===== config.mk =====
export PLATFORM = sky130hd
export DESIGN_NAME = if_fetch_unit_flat
export DESIGN_NICKNAME = d
export VERILOG_FILES = /design/src/rtl/if_fetch_unit_if.sv /design/src/rtl/if_fetch_unit.sv /design/src/flat_wrapper.sv
export SDC_FILE = /design/constraint.sdc
export NUM_CORES = 1
export LEC_CHECK = 0
export ABC_CLOCK_PERIOD_IN_PS = 12700
export BUFFER_PORTS_ARGS = -buffer_cell sky130_fd_sc_hd__buf_2
export CAP_MARGIN = 20
export CORE_MARGIN = 8
export CORE_UTILIZATION = 45
export DETAILED_ROUTE_END_ITERATION = 7
export GPL_ROUTABILITY_DRIVEN = 0
export HOLD_SLACK_MARGIN = 0.02
export PLACE_DENSITY = 0.67
export SKIP_LAST_GASP = 1
export SLEW_MARGIN = 5
export SYNTH_ARGS = -nofsm -noshare
export SYNTH_HDL_FRONTEND = slang
export SYNTH_SLANG_ARGS = --single-unit

===== constraint.sdc =====
create_clock -name clk -period 12.7 [get_ports clk]
set_clock_uncertainty 0.2 [all_clocks]
set_input_delay 3.175 -clock clk [delete_from_list [all_inputs] [get_ports clk]]
set_output_delay 3.175 -clock clk [all_outputs]
set_load 0.005 [all_outputs]

===== src/rtl/if_fetch_unit_if.sv =====
// Instruction-memory request/response bundle between the fetch unit (master)
// and instruction memory (slave).
interface if_fetch_unit_if;
  logic        imem_req_valid;
  logic        imem_req_ready;
  logic [31:0] imem_req_addr;
  logic        imem_rsp_valid;
  logic [31:0] imem_rsp_data;

  modport master (
    output imem_req_valid,
    output imem_req_addr,
    input  imem_req_ready,
    input  imem_rsp_valid,
    input  imem_rsp_data
  );

  modport slave (
    input  imem_req_valid,
    input  imem_req_addr,
    output imem_req_ready,
    output imem_rsp_valid,
    output imem_rsp_data
  );
endinterface


===== src/rtl/if_fetch_unit.sv =====
// Instruction-fetch producer: owns the fetch PC, issues in-order imem requests,
// buffers returned words with their PCs and presents the head entry to IF/ID.
module if_fetch_unit #(
  parameter logic [31:0] RESET_PC   = 32'h0000_0000,
  parameter int unsigned FIFO_DEPTH = 2,
  parameter logic [31:0] NOP_INSTR  = 32'h0000_0013
) (
  input  logic                   clk,
  input  logic                   rst,
  input  logic                   stall,
  input  logic                   branch_taken,
  input  logic [31:0]            branch_target,
  if_fetch_unit_if.master        imem,
  output logic [31:0]            pc,
  output logic [31:0]            instr_out,
  output logic                   instr_valid
);
  localparam int unsigned PW = $clog2(FIFO_DEPTH);
  localparam int unsigned CW = PW + 1;

  logic [31:0]   fetch_pc_q, fetch_pc_d;
  logic [CW-1:0] count_q, count_d;
  logic [CW-1:0] inflight_q, inflight_d;
  logic [CW-1:0] discard_q, discard_d;
  logic [PW-1:0] rd_ptr_q, rd_ptr_d, wr_ptr_q, wr_ptr_d;
  logic [PW-1:0] tag_rd_q, tag_rd_d, tag_wr_q, tag_wr_d;

  logic [31:0] pc_mem_q   [FIFO_DEPTH];
  logic [31:0] data_mem_q [FIFO_DEPTH];
  logic [31:0] tag_mem_q  [FIFO_DEPTH];

  logic        req_fire, push, pop, room;
  logic [CW:0] occupancy;

  always_comb begin
    occupancy           = {1'b0, count_q} + {1'b0, inflight_q};
    room                = occupancy < (CW+1)'(FIFO_DEPTH);
    imem.imem_req_valid = rst && !branch_taken && room;
    imem.imem_req_addr  = fetch_pc_q;
    req_fire            = imem.imem_req_valid && imem.imem_req_ready;
    instr_valid         = count_q != '0;
    pc                  = instr_valid ? pc_mem_q[rd_ptr_q] : '0;
    instr_out           = instr_valid ? data_mem_q[rd_ptr_q] : NOP_INSTR;
    pop                 = instr_valid && !stall && !branch_taken;
    push                = imem.imem_rsp_valid && !branch_taken && (discard_q == '0);
  end

  always_comb begin
    fetch_pc_d = fetch_pc_q;
    count_d    = count_q;
    inflight_d = inflight_q;
    discard_d  = discard_q;
    rd_ptr_d   = rd_ptr_q;
    wr_ptr_d   = wr_ptr_q;
    tag_rd_d   = tag_rd_q;
    tag_wr_d   = tag_wr_q;
    if (branch_taken) begin
      fetch_pc_d = branch_target & ~32'h3;
      count_d    = '0;
      rd_ptr_d   = '0;
      wr_ptr_d   = '0;
      tag_rd_d   = '0;
      tag_wr_d   = '0;
      inflight_d = inflight_q - CW'(imem.imem_rsp_valid);
      // inflight already counts responses doomed by an earlier redirect, so every
      // response still outstanding after this cycle is wrong-path.
      discard_d  = inflight_d;
    end else begin
      if (req_fire) begin
        fetch_pc_d = fetch_pc_q + 32'd4;
        tag_wr_d   = tag_wr_q + PW'(1);
      end
      inflight_d = inflight_q + CW'(req_fire) - CW'(imem.imem_rsp_valid);
      if (imem.imem_rsp_valid && (discard_q != '0)) discard_d = discard_q - CW'(1);
      if (push) begin
        wr_ptr_d = wr_ptr_q + PW'(1);
        tag_rd_d = tag_rd_q + PW'(1);
      end
      if (pop) rd_ptr_d = rd_ptr_q + PW'(1);
      count_d = count_q + CW'(push) - CW'(pop);
    end
  end

  always_ff @(posedge clk or negedge rst) begin
    if (!rst) begin
      fetch_pc_q <= RESET_PC;
      count_q    <= '0;
      inflight_q <= '0;
      discard_q  <= '0;
      rd_ptr_q   <= '0;
      wr_ptr_q   <= '0;
      tag_rd_q   <= '0;
      tag_wr_q   <= '0;
    end else begin
      fetch_pc_q <= fetch_pc_d;
      count_q    <= count_d;
      inflight_q <= inflight_d;
      discard_q  <= discard_d;
      rd_ptr_q   <= rd_ptr_d;
      wr_ptr_q   <= wr_ptr_d;
      tag_rd_q   <= tag_rd_d;
      tag_wr_q   <= tag_wr_d;
    end
  end

  // Issued-address tags pair each live response with its PC.
  always_ff @(posedge clk) begin
    if (req_fire) tag_mem_q[tag_wr_q] <= fetch_pc_q;
    if (push) begin
      pc_mem_q[wr_ptr_q]   <= tag_mem_q[tag_rd_q];
      data_mem_q[wr_ptr_q] <= imem.imem_rsp_data;
    end
  end

  push_no_overflow: assert property (@(posedge clk) disable iff (!rst)
    push |-> (count_q < CW'(FIFO_DEPTH)));
endmodule


===== src/flat_wrapper.sv =====
// flat-port wrapper written by rule: the top's interface ports become plain ports
module if_fetch_unit_flat 
#(
  parameter logic [31:0] RESET_PC   = 32'h0000_0000,
  parameter int unsigned FIFO_DEPTH = 2,
  parameter logic [31:0] NOP_INSTR  = 32'h0000_0013
)
  (clk, rst, stall, branch_taken, branch_target, pc, instr_out, instr_valid, imem_imem_req_valid, imem_imem_req_addr, imem_imem_req_ready, imem_imem_rsp_valid, imem_imem_rsp_data);
  if_fetch_unit_if imem_i ();
  input  logic clk;
  input  logic rst;
  input  logic stall;
  input  logic branch_taken;
  input  logic [31:0] branch_target;
  output logic [31:0] pc;
  output logic [31:0] instr_out;
  output logic instr_valid;
  output wire logic [$bits(imem_i.imem_req_valid)-1:0] imem_imem_req_valid;
  output wire logic [$bits(imem_i.imem_req_addr)-1:0] imem_imem_req_addr;
  input wire logic [$bits(imem_i.imem_req_ready)-1:0] imem_imem_req_ready;
  input wire logic [$bits(imem_i.imem_rsp_valid)-1:0] imem_imem_rsp_valid;
  input wire logic [$bits(imem_i.imem_rsp_data)-1:0] imem_imem_rsp_data;
  assign imem_imem_req_valid = imem_i.imem_req_valid;
  assign imem_imem_req_addr = imem_i.imem_req_addr;
  assign imem_i.imem_req_ready = imem_imem_req_ready;
  assign imem_i.imem_rsp_valid = imem_imem_rsp_valid;
  assign imem_i.imem_rsp_data = imem_imem_rsp_data;
  if_fetch_unit #(.RESET_PC(RESET_PC), .FIFO_DEPTH(FIFO_DEPTH), .NOP_INSTR(NOP_INSTR)) u_core (.clk(clk), .rst(rst), .stall(stall), .branch_taken(branch_taken), .branch_target(branch_target), .imem(imem_i), .pc(pc), .instr_out(instr_out), .instr_valid(instr_valid));
endmodule

=== Word-level counts from Yosys, hierarchy flattened ===
Memory sizes are Yosys's and may differ from the RTL's.
Index checks and enable logic that the tools add are counted.

* RAM bits: 192
* Register bits after elaboration: 42
* Memories kept: 3
* Input bits: 70
* Output and inout port bits: 98
* Logic and storage cells: 61
* Bits in latches: 0
* Memory bits (read-only): 0

{| class="wikitable"
|+ Memory list
! memory !! depth !! bits a word !! rd ports !! clocked after memory_dff !! wr ports !! RTL line !! source
|-
| u_core.data_mem_q || 2 || 32 || 1 || 0 || 1 || if_fetch_unit.sv:29 || <nowiki>logic [31:0] data_mem_q [FIFO_DEPTH];</nowiki>
|-
| u_core.pc_mem_q || 2 || 32 || 1 || 0 || 1 || if_fetch_unit.sv:28 || <nowiki>logic [31:0] pc_mem_q [FIFO_DEPTH];</nowiki>
|-
| u_core.tag_mem_q || 2 || 32 || 1 || 0 || 1 || if_fetch_unit.sv:30 || <nowiki>logic [31:0] tag_mem_q [FIFO_DEPTH];</nowiki>
|}

* Equality and inequality tests: 0
* Reduce and logical (&&, ||, !) cells: 17
* Div/mod/pow operators: 0
* Bitwise logic cells: 0
* Multiplexer cells: 20
* Add/subtract/negate cells: 12
* Shifts and indexed selects: 0
* Magnitude comparators: 1
* $mul: 0

{| class="wikitable"
|+ Operators by type and width
! operator !! number
|-
| two-way mux 32 bit || 4
|-
| adder 32 x 3 -> 32 bit, second input constant || 1
|-
| two-way mux 1 bit || 12
|-
| nonzero test 2 bit || 6
|-
| logical AND 1 bit || 8
|-
| two-way mux 2 bit || 4
|-
| subtractor 2 x 1 -> 2 bit || 3
|-
| adder 1 bit, second input constant || 4
|-
| adder 2 x 1 -> 2 bit || 2
|-
| adder 2 x 2 -> 3 bit || 1
|-
| less-than comparator 3 x 2 -> 1 bit, second input constant || 1
|-
| logical NOT 1 bit || 2
|-
| logical NOT 2 bit || 1
|-
| subtractor 2 x 1 -> 2 bit, second input constant || 1
|}

=== Logic depth before layout (Yosys ltp) ===
Gate-level depths: netlist (run 1).

* Word-level depth: 7
* Gate-level depth with buffers: 8
* Depth with buffers taken out: 7

=== Worst setup path after synthesis (run 1) ===
No wires, ideal clock.

* Path type: input -> register
* From: in branch_taken
* To: mem u_core.data_mem_q[0][0], enable pin
* Arrival: 7848 ps
* Stages: 3
* Path slack: 4093 ps
* Library setup time: 559 ps
* Cells stage by stage: clkbuf_1 -> clkbuf_1 -> nor3_1

* Cells in the longest elaborated chain, start to end: 5

{| class="wikitable"
|+ Ends and longest elaborated chain
! element !! RTL line !! source
|-
| start: declaration || flat_wrapper.sv:13 || <nowiki>input logic branch_taken;</nowiki>
|-
| logical NOT 1 bit || if_fetch_unit.sv:45 || <nowiki>push = imem.imem_rsp_valid && !branch_taken && (discard_q == '0);</nowiki>
|-
| logical AND 1 bit (2 in series) || if_fetch_unit.sv:45 ||
|-
| two-way mux 1 bit || if_fetch_unit.sv:109 || <nowiki>if (push) begin</nowiki>
|-
| two-way mux 1 bit (implied by the code) || if_fetch_unit.sv:111 || <nowiki>data_mem_q[wr_ptr_q] <= imem.imem_rsp_data;</nowiki>
|-
| end: declaration || if_fetch_unit.sv:29 ||
|}

Every way passes these cells.

=== Worst setup path after layout (run 1) ===
* From: in rst
* To: out imem_imem_req_valid

* Cells in the longest elaborated chain, start to end: 2

{| class="wikitable"
|+ Ends and longest elaborated chain
! element !! RTL line !! source
|-
| start: declaration || flat_wrapper.sv:11 || <nowiki>input logic rst;</nowiki>
|-
| logical AND 1 bit (2 in series) || if_fetch_unit.sv:38 || <nowiki>imem.imem_req_valid = rst && !branch_taken && room;</nowiki>
|-
| end: declaration || flat_wrapper.sv:18 || <nowiki>output wire logic [$bits(imem_i.imem_req_valid)-1:0] imem_imem_req_valid;</nowiki>
|}

Every way passes these cells.

==> flow_metrics.py, run 1 <==
metrics = {
    "outcome": {
        "outcome": "completed",
    },
    "timing": {
        "hold_viol_final": 0,
        "whs_ps": 365,
        "fin_crit_ps": 7550,
        "setup_viol": 0,
        "drv_slew": 0,
        "fmax_mhz": 132,
        "rsz0062_at_grt": "false",
        "timing_worst_slew_pin_value_ps": 742,
        "finalCritPeriodShare_pct": 59.5,
        "final.setup.tns_ps": 0,
        "slew_headroom_pct": 50.5,
    },
    "setup_path": {
        "worstSetupEndpointType": "output port",
        "critPathLaunchType": "input pin",
        "crit_required_ps": 9320,
        "critical_path_arrival_ps": 4180,
        "crit_fanout": 43,
        "critPathLaunch": "rst",
        "r2r-start": "u_core.count_q[0]",
        "criticalPathCategory": "in -> out",
    },
    "floorplan": {
        "boundaryPins": 168,
        "core_area_mm2": 0.0202,
        "row_count": 52,
        "start_util_pct": 45.6,
        "die_w_um": 159,
        "dieArea_mm2": 0.0253,
        "fp.dieH_um": 159,
    },
    "layout": {
        "multi_input_area_mm2": 0.00251,
        "antennaDiodeCount": 0,
        "fin_nets": 873,
        "layout_commonest_cell": "edfxtp_1",
        "syn_to_final_growth_pct": 20.2,
        "most-common-layout-cells": "edfxtp_1 (184), buf_2 (161), nor2_1 (87)",
        "drive_gt1_share_pct": 29.8,
        "ff_latch_area_mm2": 0.00653,
        "fill_cells": 1696,
    },
    "drt": {
        "detail-route-antenna-nets": 0,
        "dr.pass1.iters": 5,
        "drc": 0,
        "drt-vias-per-instance": 5.27,
        "avgRoutedWirePerCell_um": 18.0,
        "routed_wl_mm": 19.4,
        "drt_iter0_markers": 261,
        "vias": 5701,
    },
    "placed_design": {
        "io_buffers": 161,
        "hpwlAfterDp_mm": 13.0,
    },
    "global_routing": {
        "antenna_found_initial": 0,
        "grt_pass1_vias": 5934,
        "grt_usage_pct": 14.8,
        "grt_start_max_net_pins": 65,
        "grt_pass1_wl_mm": 30.8,
        "grt_remaining_overflow": 0,
    },
    "logic_synthesis": {
        "synth_top_cell_by_area": "edfxtp_1",
        "synth_area_leaders": "edfxtp_1 (60%), dfrtp_1 (11%), mux2i_1 (6.9%)",
        "synth_top_area_share_pct": 60.0,
        "ys_seq_area_share_pct": 70.9,
        "syn_inst": 632,
        "synthDistinctLibCells": 44,
        "avgSynthCellArea_um2": 14.6,
        "ys_warn_count": 0,
        "synth-seq-cells": 224,
        "syn_area_mm2": 0.00921,
    },
    "clock_network": {
        "clk_latency_ps": 500,
        "clock_sinks": 224,
        "cts_max_path_buffers": 3,
        "cts_buffers": 23,
        "ctsHoldBuffers": 0,
        "cts_tree": "built",
        "cts-resized-gates": 0,
        "root_buffer": "clkbuf_16",
        "clk_pin_slew_ps": 60,
        "cts.htree.levels": 1,
        "post_cts_buffers": 0,
    },
    "power": {
        "powerDensity_mw_per_mm2": 169,
        "vdd_ir_drop_max_mv": 0.0801,
        "p_leak_nw": 4.06,
    },
    "job": {
        "drv_cap": 0,
    },
    "hold_path": {
        "hp-class": "reg -> reg",
        "hp-start": "u_core.tag_mem_q[0][24]",
    },
}
report_power, final:
part	switching (mW)	leakage, nW	total (mW)	internal (mW)
sequential	0.0458	2.13	0.917	0.871
combinational	0.180	1.58	0.326	0.146
clock	0.254	0.346	0.632	0.379
total	0.480	4.06	1.87	1.40
final timing paths:
check / slack, ps / depth (start not counted) / endpoint
setup / recovery: 5150 / 4 / imem_imem_req_valid
hold / removal: 360 / 1 / u_core.pc_mem_q[1][24]
setup reg to reg: 9430 / 7 / u_core.imem.imem_req_addr[13]
hold reg to reg: 360 / 1 / u_core.pc_mem_q[1][24]
max in group asynchronous: 9290 / 2 / u_core.rd_ptr_q
min in group asynchronous: 2560 / 2 / u_core.imem.imem_req_addr[28]
synthesized netlist by cell type, drive strengths merged:
cell type / count
edfxtp: 184
nor2: 88
mux2i: 63
dfrtp: 40
nand2: 33
mux2: 30
clkbuf: 18
a31oi: 17
buf: 17
o21ai: 17
or4: 13
inv: 12
nand4: 12
o31ai: 12
or3: 9
xnor2: 8
xor2: 8
nand3: 7
nor4: 6
ha: 5
nor2b: 4
nor3: 4
and3: 3
a21oi: 2
and2: 2
nand4b: 2
o311ai: 2
o41ai: 2
a211oi: 1
a21boi: 1
a31o: 1
and4: 1
conb: 1
fa: 1
nand2b: 1
nand4bb: 1
nor4b: 1
nor4bb: 1
or2: 1
or4b: 1
metrics by stage:
| step | area (um2) | util (%) | instances | setup WS (ps) | power [mW] |
|---|---|---|---|---|---|
| 6_report | 11100 | 54.8 | 1081 | 5150 | 1.87 |
| 5_1_grt | 11100 | 54.8 | 1081 | 5000 | 1.96 |
| 4_1_cts | 11000 | 54.6 | 1079 | 5100 | 1.89 |
| 3_5_place_dp | 10300 | 51.1 | 1040 | 5110 | 1.26 |
| 3_3_place_gp | 10300 | 51.1 | 1040 | 5140 | 1.25 |
| 2_1_floorplan | 9220 | - | 635 | 4090 | 1.13 |
flip-flops by register name, indices dropped and copies added (netlist names):
name                       cells
u_core.inflight_q              2
u_core.rd_ptr_q                1
u_core.wr_ptr_q                1
u_core.count_q                 2
u_core.discard_q               2
u_core.tag_wr_q                1
u_core.pc_mem_q               60
u_core.imem.imem_req_addr     30
u_core.tag_rd_q                1
u_core.data_mem_q             64
u_core.tag_mem_q              60
logic make-up after synthesis:
kind of cell,synth area share [%]
flops,70.9
simple gates,10.2
mux,10.5
compound gates,3.81
buf+inv,2.12
xor+xnor,1.52
fa+ha+maj,0.897
other cells,0.0407
critical path, stage by stage:
cell	delay, ps
buf_2	80
buf_4	470
nor4b_1	280
buf_2	160
cell type report:
class                           count  area share [%]
Multi-Input combinational cell    364            22.7
Inverter                           12           0.407
Sequential cell                   224            59.0
Clock inverter                      8           0.826
Tap cell                          270            3.05
Clock buffer                       31            5.56
Timing Repair Buffer              172            8.39
per-layer routing:
| metal | track usage [%] | vias up | wire length [um] |
|---|---|---|---|
| li1 | - | 2691 | - |
| met1 | 18.2 | 2800 | 8280 |
| met2 | 26.0 | 182 | 9790 |
| met3 | 3.10 | 28 | 1080 |
| met4 | 3.95 | 0 | 284 |
| met5 | 0 | - | 0 |
Power figures use the tool's default switching activity.
==> run 2, diff against run 1 <==
- ABC_CLOCK_PERIOD_IN_PS: 12700 -> 7200
- clock period: 12.7 -> 7.2 ns (I/O delays scaled with it)
==> run 2 against run 1 <==
Effect of this change:
- clock power increased by 85%
- core utilization rose by 0.20 points
- register-to-register slack got worse by 5500 ps
- power increased by 79%
- final cell count is 0.19% higher
- die area stayed put
- critical endpoint unchanged
- largest cell class unchanged
==> flow_metrics.py, run 2 (synthesized netlist as in run 1, its figures left out) <==
metrics = {
    "setup_path": {
        "crit_top_cell": "buf_2",
        "cp_cell_sequence": "buf_2, buf_4, nor4b_1, buf_2",
        "crit_required_ps": 5200,
        "critical_path.max_stage_delay_ps": 460,
        "worstSetupEndpointType": "output port",
        "critical_path_arrival_ps": 2850,
        "crit_slowest_cell": "buf_4",
        "criticalPathCategory": "in -> out",
        "crit_fanout": 43,
        "critPathLaunchType": "input pin",
    },
    "floorplan": {
        "row_count": 52,
        "start_util_pct": 45.6,
        "core_area_mm2": 0.0202,
        "boundaryPins": 168,
        "dieArea_mm2": 0.0253,
        "fp.dieH_um": 159,
        "die_w_um": 159,
    },
    "clock_network": {
        "cts_max_path_buffers": 3,
        "clock_sinks": 224,
        "cts_tree": "built",
        "cts-resized-gates": 0,
        "clk_pin_slew_ps": 60,
        "ctsHoldBuffers": 0,
        "root_buffer": "clkbuf_16",
        "cts_buffers": 23,
        "clk_latency_ps": 500,
        "cts.htree.levels": 1,
        "post_cts_buffers": 0,
    },
    "layout": {
        "layout_commonest_cell": "edfxtp_1",
        "drive_gt1_share_pct": 30.1,
        "fill_cells": 1701,
        "fin_nets": 872,
        "largest_reg_flops": 64,
        "ff_latch_area_mm2": 0.00653,
        "regMostFlops": "u_core.data_mem_q",
        "multi_input_area_mm2": 0.00252,
        "most-common-layout-cells": "edfxtp_1 (184), buf_2 (161), nor2_1 (87)",
        "antennaDiodeCount": 0,
        "instances_no_fill": 1083,
        "reg_top3": "u_core.data_mem_q: 64 flops, u_core.pc_mem_q: 60 flops, u_core.tag_mem_q: 60 flops",
        "syn_to_final_growth_pct": 20.6,
    },
    "drt": {
        "detail-route-antenna-nets": 0,
        "drt_iter0_markers": 337,
        "dr.pass1.iters": 4,
        "avgRoutedWirePerCell_um": 18.4,
        "vias": 5632,
        "routed_wl_mm": 19.9,
        "drt-vias-per-instance": 5.20,
        "drc": 0,
    },
    "timing": {
        "drv_slew": 0,
        "final.setup.tns_ps": 0,
        "timing_worst_slew_pin_value_ps": 905,
        "hold_viol_final": 0,
        "rsz0062_at_grt": "false",
        "fin_crit_ps": 4850,
        "fmax_mhz": 206,
        "finalCritPeriodShare_pct": 67.3,
        "slew_headroom_pct": 39.5,
        "setup_viol": 0,
    },
    "placed_design": {
        "placedCellCount": 1039,
        "hpwlAfterDp_mm": 13.1,
        "io_buffers": 161,
    },
    "global_routing": {
        "grt_start_max_net_pins": 65,
        "antenna_found_initial": 0,
        "grt_pass1_vias": 6007,
        "grt_usage_pct": 15.4,
        "grt_pass1_wl_mm": 31.9,
        "grt_remaining_overflow": 0,
    },
    "power": {
        "powerDensity_mw_per_mm2": 303,
        "p_leak_nw": 4.08,
        "vdd_ir_drop_max_mv": 0.167,
    },
    "job": {
        "drv_cap": 0,
    },
    "hold_path": {
        "hp-class": "reg -> reg",
    },
    "outcome": {
        "outcome": "completed",
    },
}
==> run 2: cell types whose count changed in the layout (fill, tap and decap cells not counted), sizes merged <==
cell,change
clkbuf,+2
inv,+1
buf,-1
==> run 2: final timing paths <==
path	from	endpoint	slack, ps	depth (start not counted)
worst max-delay path	rst	imem_imem_req_valid	2350	4
worst min-delay path	u_core.tag_mem_q[1][10]	u_core.pc_mem_q[1][10]	360	1
worst max register to register	u_core.count_q[0]	u_core.imem.imem_req_addr[13]	3970	7
worst min register to register	u_core.tag_mem_q[1][10]	u_core.pc_mem_q[1][10]	360	1
max in group asynchronous	rst	u_core.rd_ptr_q	5210	2
min in group asynchronous	rst	u_core.imem.imem_req_addr[25]	1170	2
==> run 2: metal layers <==
metal | global-route usage [%] | vias to the layer above | routed length (um)
met5 | 0 | - | 0
li1 | - | 2695 | -
met3 | 3.62 | 32 | 1160
met2 | 26.5 | 196 | 9760
met1 | 18.9 | 2709 | 8550
met4 | 4.93 | 0 | 426
==> run 2: layout make-up <==
cell class	instances	share of cell area, %
timing repair buffer	171	8.29
multi-input combinational	364	22.7
clock buffer	33	5.88
tap	270	3.04
clock inverter	9	0.868
sequential	224	58.8
inverter	12	0.406
==> run 2: report_power, final <==
| group | internal, mW | switching (mW) | total, mW |
|---|---|---|---|
| registers | 1.54 | 0.0872 | 1.62 |
| logic | 0.256 | 0.316 | 0.573 |
| clock network | 0.702 | 0.467 | 1.17 |
==> run 2: critical path, delay by kind of cell <==
family                 cells  cell delay [ps]
AND/OR/NAND/NOR            1              320
buffers and inverters      3              710
==> run 2: through the flow <==
stage	setup WS, ps	power [mW]	hold slack (ps)	util (%)	instance area [um2]
floorplan	1860	1.99	301	-	9220
global placement	2360	2.20	336	51.1	10300
detailed placement	2320	2.22	350	51.1	10300
CTS	2310	3.40	363	54.8	11000
global route	2210	3.52	375	55.0	11100
finish	2350	3.36	360	55.0	11100
